**src/rtl/sprite_line_engine.sv**
```systemverilog
// sprite_line_engine: per-scanline sprite slots with X countdown, pixel shift-out and
// lowest-index-wins opaque resolve into registered mixer outputs.
module sprite_line_engine #(
  parameter int NUM_SLOTS = 8,
  parameter int BPP = 2,
  parameter int PAL_BITS = 2,
  parameter int XW = 8,
  localparam int SW = (NUM_SLOTS > 1) ? $clog2(NUM_SLOTS) : 1
) (
  input  logic                clk,
  input  logic                reset,
  input  logic                ce,
  input  logic                enable,
  input  logic                clear,
  input  logic                load,
  input  logic [SW-1:0]       load_slot,
  input  logic [BPP*8-1:0]    load_pat,
  input  logic [XW-1:0]       load_x,
  input  logic [PAL_BITS-1:0] load_pal,
  input  logic                load_prio,
  input  logic                load_hflip,
  output logic [BPP-1:0]      pix_color,
  output logic [PAL_BITS-1:0] pix_pal,
  output logic                pix_prio,
  output logic [SW-1:0]       pix_slot,
  output logic                pix_hit0,
  output logic                busy
);
  logic [NUM_SLOTS-1:0] valid_q, valid_d, prio_q, prio_d;
  logic [XW-1:0] x_q [NUM_SLOTS];
  logic [XW-1:0] x_d [NUM_SLOTS];
  logic [3:0] rem_q [NUM_SLOTS];
  logic [3:0] rem_d [NUM_SLOTS];
  logic [BPP-1:0][7:0] pl_q [NUM_SLOTS];
  logic [BPP-1:0][7:0] pl_d [NUM_SLOTS];
  logic [PAL_BITS-1:0] pal_q [NUM_SLOTS];
  logic [PAL_BITS-1:0] pal_d [NUM_SLOTS];
  logic [BPP-1:0] col_q, col_c;
  logic [PAL_BITS-1:0] opal_q, opal_c;
  logic oprio_q, oprio_c, hit0_q, hit0_c, busy_c;
  logic [SW-1:0] slot_q, slot_c;

  function automatic logic [BPP-1:0] col_of(input logic [BPP-1:0][7:0] pl);
    logic [BPP-1:0] c;
    for (int p = 0; p < BPP; p++) c[p] = pl[p][0];
    return c;
  endfunction

  function automatic logic active(input logic v, input logic [XW-1:0] x, input logic [3:0] r);
    return v && x == '0 && r != '0;
  endfunction

  // Advance first, then clear, then load, so load/clear override the dot step.
  always_comb begin
    valid_d = valid_q;
    prio_d = prio_q;
    x_d = x_q;
    rem_d = rem_q;
    pl_d = pl_q;
    pal_d = pal_q;
    if (ce) begin
      for (int s = 0; s < NUM_SLOTS; s++) begin
        if (enable && valid_q[s]) begin
          if (x_q[s] != '0) x_d[s] = x_q[s] - XW'(1);
          else if (rem_q[s] != '0) begin
            rem_d[s] = rem_q[s] - 4'd1;
            for (int p = 0; p < BPP; p++) pl_d[s][p] = pl_q[s][p] >> 1;
          end
        end
        if (clear) begin
          valid_d[s] = 1'b0;
          rem_d[s] = '0;
        end
        if (load && load_slot == SW'(s)) begin
          valid_d[s] = 1'b1;
          x_d[s] = load_x;
          rem_d[s] = 4'd8;
          pal_d[s] = load_pal;
          prio_d[s] = load_prio;
          for (int p = 0; p < BPP; p++)
            for (int i = 0; i < 8; i++)
              pl_d[s][p][i] = load_hflip ? load_pat[p*8+7-i] : load_pat[p*8+i];
        end
      end
    end
  end

  // Descending scan so the lowest-index opaque slot is the last writer.
  always_comb begin
    col_c = '0;
    opal_c = '0;
    oprio_c = 1'b0;
    slot_c = '0;
    busy_c = 1'b0;
    for (int s = NUM_SLOTS - 1; s >= 0; s--) begin
      if (active(valid_q[s], x_q[s], rem_q[s]) && col_of(pl_q[s]) != '0) begin
        col_c = col_of(pl_q[s]);
        opal_c = pal_q[s];
        oprio_c = prio_q[s];
        slot_c = SW'(s);
      end
      busy_c = busy_c | (valid_q[s] && rem_q[s] != '0);
    end
    hit0_c = active(valid_q[0], x_q[0], rem_q[0]) && col_of(pl_q[0]) != '0;
  end

  always_ff @(posedge clk) begin
    if (reset) begin
      valid_q <= '0;
      prio_q <= '0;
      x_q <= '{default: '0};
      rem_q <= '{default: '0};
      pl_q <= '{default: '0};
      pal_q <= '{default: '0};
      col_q <= '0;
      opal_q <= '0;
      oprio_q <= 1'b0;
      slot_q <= '0;
      hit0_q <= 1'b0;
    end else begin
      valid_q <= valid_d;
      prio_q <= prio_d;
      x_q <= x_d;
      rem_q <= rem_d;
      pl_q <= pl_d;
      pal_q <= pal_d;
      if (ce && enable) begin
        col_q <= col_c;
        opal_q <= opal_c;
        oprio_q <= oprio_c;
        slot_q <= slot_c;
        hit0_q <= hit0_c;
      end
    end
  end

  assign pix_color = col_q;
  assign pix_pal = opal_q;
  assign pix_prio = oprio_q;
  assign pix_slot = slot_q;
  assign pix_hit0 = hit0_q;
  assign busy = busy_c;
endmodule

```
**config.mk**
```make
export PLATFORM = sky130hd
export DESIGN_NAME = sprite_line_engine
export DESIGN_NICKNAME = d
export VERILOG_FILES = /design/src/rtl/sprite_line_engine.sv
export SDC_FILE = /design/constraint.sdc
export NUM_CORES = 1
export LEC_CHECK = 0
export CAP_MARGIN = 20
export CORE_ASPECT_RATIO = 2
export CORE_UTILIZATION = 54
export DETAILED_ROUTE_END_ITERATION = 8
export PLACE_DENSITY_LB_ADDON = 0.3
export SYNTH_ARGS = -nofsm -noshare
export SYNTH_HDL_FRONTEND = slang
export SYNTH_SLANG_ARGS = --single-unit
export TNS_END_PERCENT = 30
```
**constraint.sdc**
```tcl
create_clock -name clk -period 4 [get_ports clk]
set_input_delay 0.4 -clock clk [delete_from_list [all_inputs] [get_ports clk]]
set_output_delay 0.4 -clock clk [all_outputs]
set_load 0.02 [all_outputs]
```
==> results.txt <==
The count of endpoints failing hold in the final timing report is 0. The combined buffer and inverter count along the critical path is 2. The first routing iteration left between 1000 and 1500 violations. The growth of design area from synthesis to finish is 12.13%. The post-layout utilization of the core is 61.98%.

Setup repair after global routing left no endpoint under its margin. The die boundary height is 226.1 um. The mean cell area of the mapped netlist is 7.515 um^2. The clock transition at the registers of the reported paths came out at 0.07 ns. In this run the tightest slew margin relative to its limit is 32.70%. The detail route stage leaves a number of antenna-violating nets equal to 0. The post-route fraction of the period consumed by the critical path came out at slightly below 90%.

The number of setup violations in the final report came out at 0. The analysis attributes to cell leakage a power of ~5.2 nW. In the routed layout, each cell is associated on average with a via count of 6.220. Static timing analysis puts the maximum clock frequency at 286.9 MHz.

Wires add up to 39.17 mm. The layout net count is 1850. The worst setup path is launched from a flip-flop. Across the routed clock network, the largest skew measured is 0.02459 ns. The switching part of the total is about a quarter. The power share of the combinational group came out at 10.4%.

The area of all placed cells without fillers came out at ~15000 um^2. The first-pass GRT wire length came out at 61.98 mm. The reported max-cap violation count came out at 0. The share of flip-flops with an asynchronous set or reset came out at 0%. The number of buffers on the longest clock path is 3.

Summed over all nets, the switching power comes to 1.506 mW. The number of sinks on the clock net came out at 265. The maximum fanout count along the critical path came out at 3. The via count of the first global-routing pass is 12406. After synthesis, the cell types taking the most area are sky130_fd_sc_hd__dfxtp_1, sky130_fd_sc_hd__nor2_1, sky130_fd_sc_hd__a21oi_1. The initial antenna violation count came to 0. The endpoint required time on the critical path is 3.60 ns. Routability-driven placement finished with a final weighted congestion of 0.9131. For this run, the register share of the synthesized area comes to ~39%. The post-detailed-placement half-perimeter wirelength is around 27 mm. The post-synthesis cell area came out at 13560 um^2. The final routed wire length divided by cell count is 18.37 um. The clock network fraction of total power came out at 44.4%. The critical path in this run is classified as reg2out.

The worst setup path is captured at a primary output. The proportion of netlist area held by the largest area contributor came out at 39.13%. The slowest stage of the critical path is the sky130_fd_sc_hd__clkdlybuf4s50_1 cell. The area of the core is 24530 um^2. The number of slew-limit violations in the final report came out at 0. In the final layout, the share of cells above drive strength 1 is under 10%. The worst hold path belongs to the class in2reg. The clock buffer count from CTS is 25. The count of inserted antenna diode cells is 0. Global routing used 30.39% of the available tracks. In this run, synthesis produced a sequential element count of between 200 and 300.

The number of placement rows is 81. The cell sitting at the root of the clock tree is a sky130_fd_sc_hd__clkbuf_16. The kind of cell adding the most delay to the critical path is compound AO/OA/AOI/OAI gates.

After synthesis, the netlist uses 73 different library cells. The minimum period implied by the final worst setup slack is 3.485 ns. The count of hold-fix buffers inserted at cts came out at 0. The via count came out at around 13000. The run finished with clean final reports. The total congestion overflow after global routing came out at 0.

In this run the post-CTS setup repair buffer count came out at 0. Walking the worst path, the cells encountered are inv_1 > ha_1 > or3b_1 > a22o_1 > a221oi_1 > nand4_1 > clkdlybuf4s50_1. The power density normalized to cell area is between 300 and 400 nW/um^2. The data arrival at the endpoint of the critical path is 3.09 ns. The total die area is approximately 26000 um^2.

The I/O pin count is 47. The instance area at placement came out at 14230 um^2. After detailed routing, the number of remaining DRC violations is 0. The number of synthesized flops with an enable pin came out at 0. Entering global routing, the biggest net connects 139 pins. The worst ir drop on vdd is between 0.2 and 0.3 mV. By count the netlist is led by sky130_fd_sc_hd__nor2_1, sky130_fd_sc_hd__dfxtp_1, sky130_fd_sc_hd__a21oi_1. The die is between 100 and 150 um wide. The slew of the pin with the lowest slew margin came out at 1.009 ns. During placement, the flow inserted port buffers numbering 46. The cell with the most instances after synthesis is sky130_fd_sc_hd__nor2_1.

In the synthesized netlist the dominant register cell turns out to be sky130_fd_sc_hd__dfxtp_1. The part of the power in registers came out at 45.1%. Counting every instance in the synthesized netlist gives around 1800.

The post-synthesis net count is around 1900. The largest single stage delay on the critical path is 0.60 ns. Before antenna repair, the detailed router went through 5 iterations. The clock latency on the worst-skew pair is 0.55 ns. During synthesis, Yosys emitted a total of 0 warnings.

The clock tree from TritonCTS is built. The initial core utilization is 55.27%. The leading area contributor after synthesis is sky130_fd_sc_hd__dfxtp_1. CTS built an H-tree with a depth of 1. The overall power of the completed layout came out at 6.022 mW. The accumulated negative setup slack is 0 ns. The post-cts repair resize count is 0. The internal power is 4.516 mW.
## layer usage
layer	vias up	global-route usage (%)	routed length, um
li1	6380	-	-
met2	457	54.47	19720
met4	0	24.93	3379
met3	183	3.650	1858
met1	6248	31.18	14220
met5	-	0	0
## worst paths after layout
check | startpoint | end | slack (ns) | cells past startpoint
setup / recovery | rem_q[20] | busy | 0.51 | 7
hold / removal | reset | x_q[29] | 0.38 | 2
setup reg to reg | x_q[56] | pix_color[1] | 1.43 | 9
hold reg to reg | pal_q[3] | pal_q[3] | 0.46 | 2
## layout make-up
type	instances	area, um^2
Clock buffer	32	701.9
Clock inverter	12	210.2
Fill cell	2163	9325
Inverter	43	161.4
Multi-Input combinational cell	1358	7567
Sequential cell	265	5305
Tap cell	332	415.4
Timing Repair Buffer	91	839.6
## worst register-to-register path: stages, from the launching register on
cell and delay [ns]:
sky130_fd_sc_hd__dfxtp_1 0.31, sky130_fd_sc_hd__inv_1 0.09, sky130_fd_sc_hd__ha_1 0.21, sky130_fd_sc_hd__nor4b_1 0.60, sky130_fd_sc_hd__nand4_1 0.39, sky130_fd_sc_hd__nor2_1 0.19, sky130_fd_sc_hd__nor3_1 0.06, sky130_fd_sc_hd__buf_4 0.18
sky130_fd_sc_hd__a21boi_0 0.16, sky130_fd_sc_hd__a32o_1 0.25
## power by group through the flow
stage                     logic, mW  clock network (mW)  registers, mW
after floorplan               0.404                   0           2.77
final                         0.629                2.68           2.72
after global placement        0.601                   0           2.77
after detailed placement      0.617                   0           2.77
after global routing          0.685                2.81           2.72
after CTS                     0.620                2.71           2.72
## registers in the layout, summed over array words and instances, names as in the netlist
| signal | count |
|---|---|
| prio_q | 8 |
| pal_q | 16 |
| x_q | 64 |
| pix_hit0 | 1 |
| pix_prio | 1 |
| rem_q | 32 |
| pix_pal | 2 |
| pix_slot | 3 |
| pl_q | 128 |
| valid_q | 8 |
| pix_color | 2 |
## stage by stage
| stage | hold WS [ns] | setup slack [ns] | cells |
|---|---|---|---|
| 3_3_place_gp | 0.4392 | 0.9336 | 2085 |
| 4_1_cts | 0.3887 | 0.5516 | 2129 |
| 3_5_place_dp | 0.4500 | 0.8385 | 2085 |
| 6_report | 0.3810 | 0.5146 | 2133 |
| 5_1_grt | 0.4199 | 0.4582 | 2133 |
| 2_1_floorplan | 0.4315 | 1.826 | 1804 |
## cell families (layout without fill, tap and decap cells)
kind of cell	count (synthesis)	count (layout)	share of synthesized area, %
compound gates	591	591	27.76
xor+xnor	8	8	0.5169
fa+ha+maj	29	29	2.677
buf+inv	181	178	5.334
flops	265	265	39.13
mux	16	16	1.181
simple gates	714	714	23.40
## placed cells by master, fill, tap and decap left out, types with 5 or more instances in the layout
master,count
sky130_fd_sc_hd__a211oi_1,116
sky130_fd_sc_hd__or3_1,7
sky130_fd_sc_hd__nand2b_1,5
sky130_fd_sc_hd__bufinv_16,6
sky130_fd_sc_hd__o21ai_0,78
sky130_fd_sc_hd__o21a_1,12
sky130_fd_sc_hd__clkbuf_8,6
sky130_fd_sc_hd__a211oi_2,14
sky130_fd_sc_hd__dfxtp_1,265
sky130_fd_sc_hd__nand3_1,49
sky130_fd_sc_hd__nor2b_1,6
sky130_fd_sc_hd__a22oi_1,36
sky130_fd_sc_hd__a31oi_1,15
sky130_fd_sc_hd__nor4_1,8
sky130_fd_sc_hd__inv_1,43
sky130_fd_sc_hd__nor3b_1,11
sky130_fd_sc_hd__a221oi_1,10
sky130_fd_sc_hd__o211ai_1,9
sky130_fd_sc_hd__a21boi_2,6
sky130_fd_sc_hd__mux2i_1,16
sky130_fd_sc_hd__o31ai_1,12
sky130_fd_sc_hd__nor3_1,43
sky130_fd_sc_hd__o21ai_1,6
sky130_fd_sc_hd__buf_4,40
sky130_fd_sc_hd__clkinv_2,6
sky130_fd_sc_hd__nand2_1,163
sky130_fd_sc_hd__clkdlybuf4s50_1,44
sky130_fd_sc_hd__and3_1,5
sky130_fd_sc_hd__nand4_1,10
sky130_fd_sc_hd__nor2_1,365
sky130_fd_sc_hd__xnor2_1,5
sky130_fd_sc_hd__or3b_1,6
sky130_fd_sc_hd__o22ai_1,9
sky130_fd_sc_hd__a21oi_1,230
sky130_fd_sc_hd__and4_1,8
sky130_fd_sc_hd__ha_1,29
sky130_fd_sc_hd__clkbuf_16,25
Power figures use the tool's default switching activity.
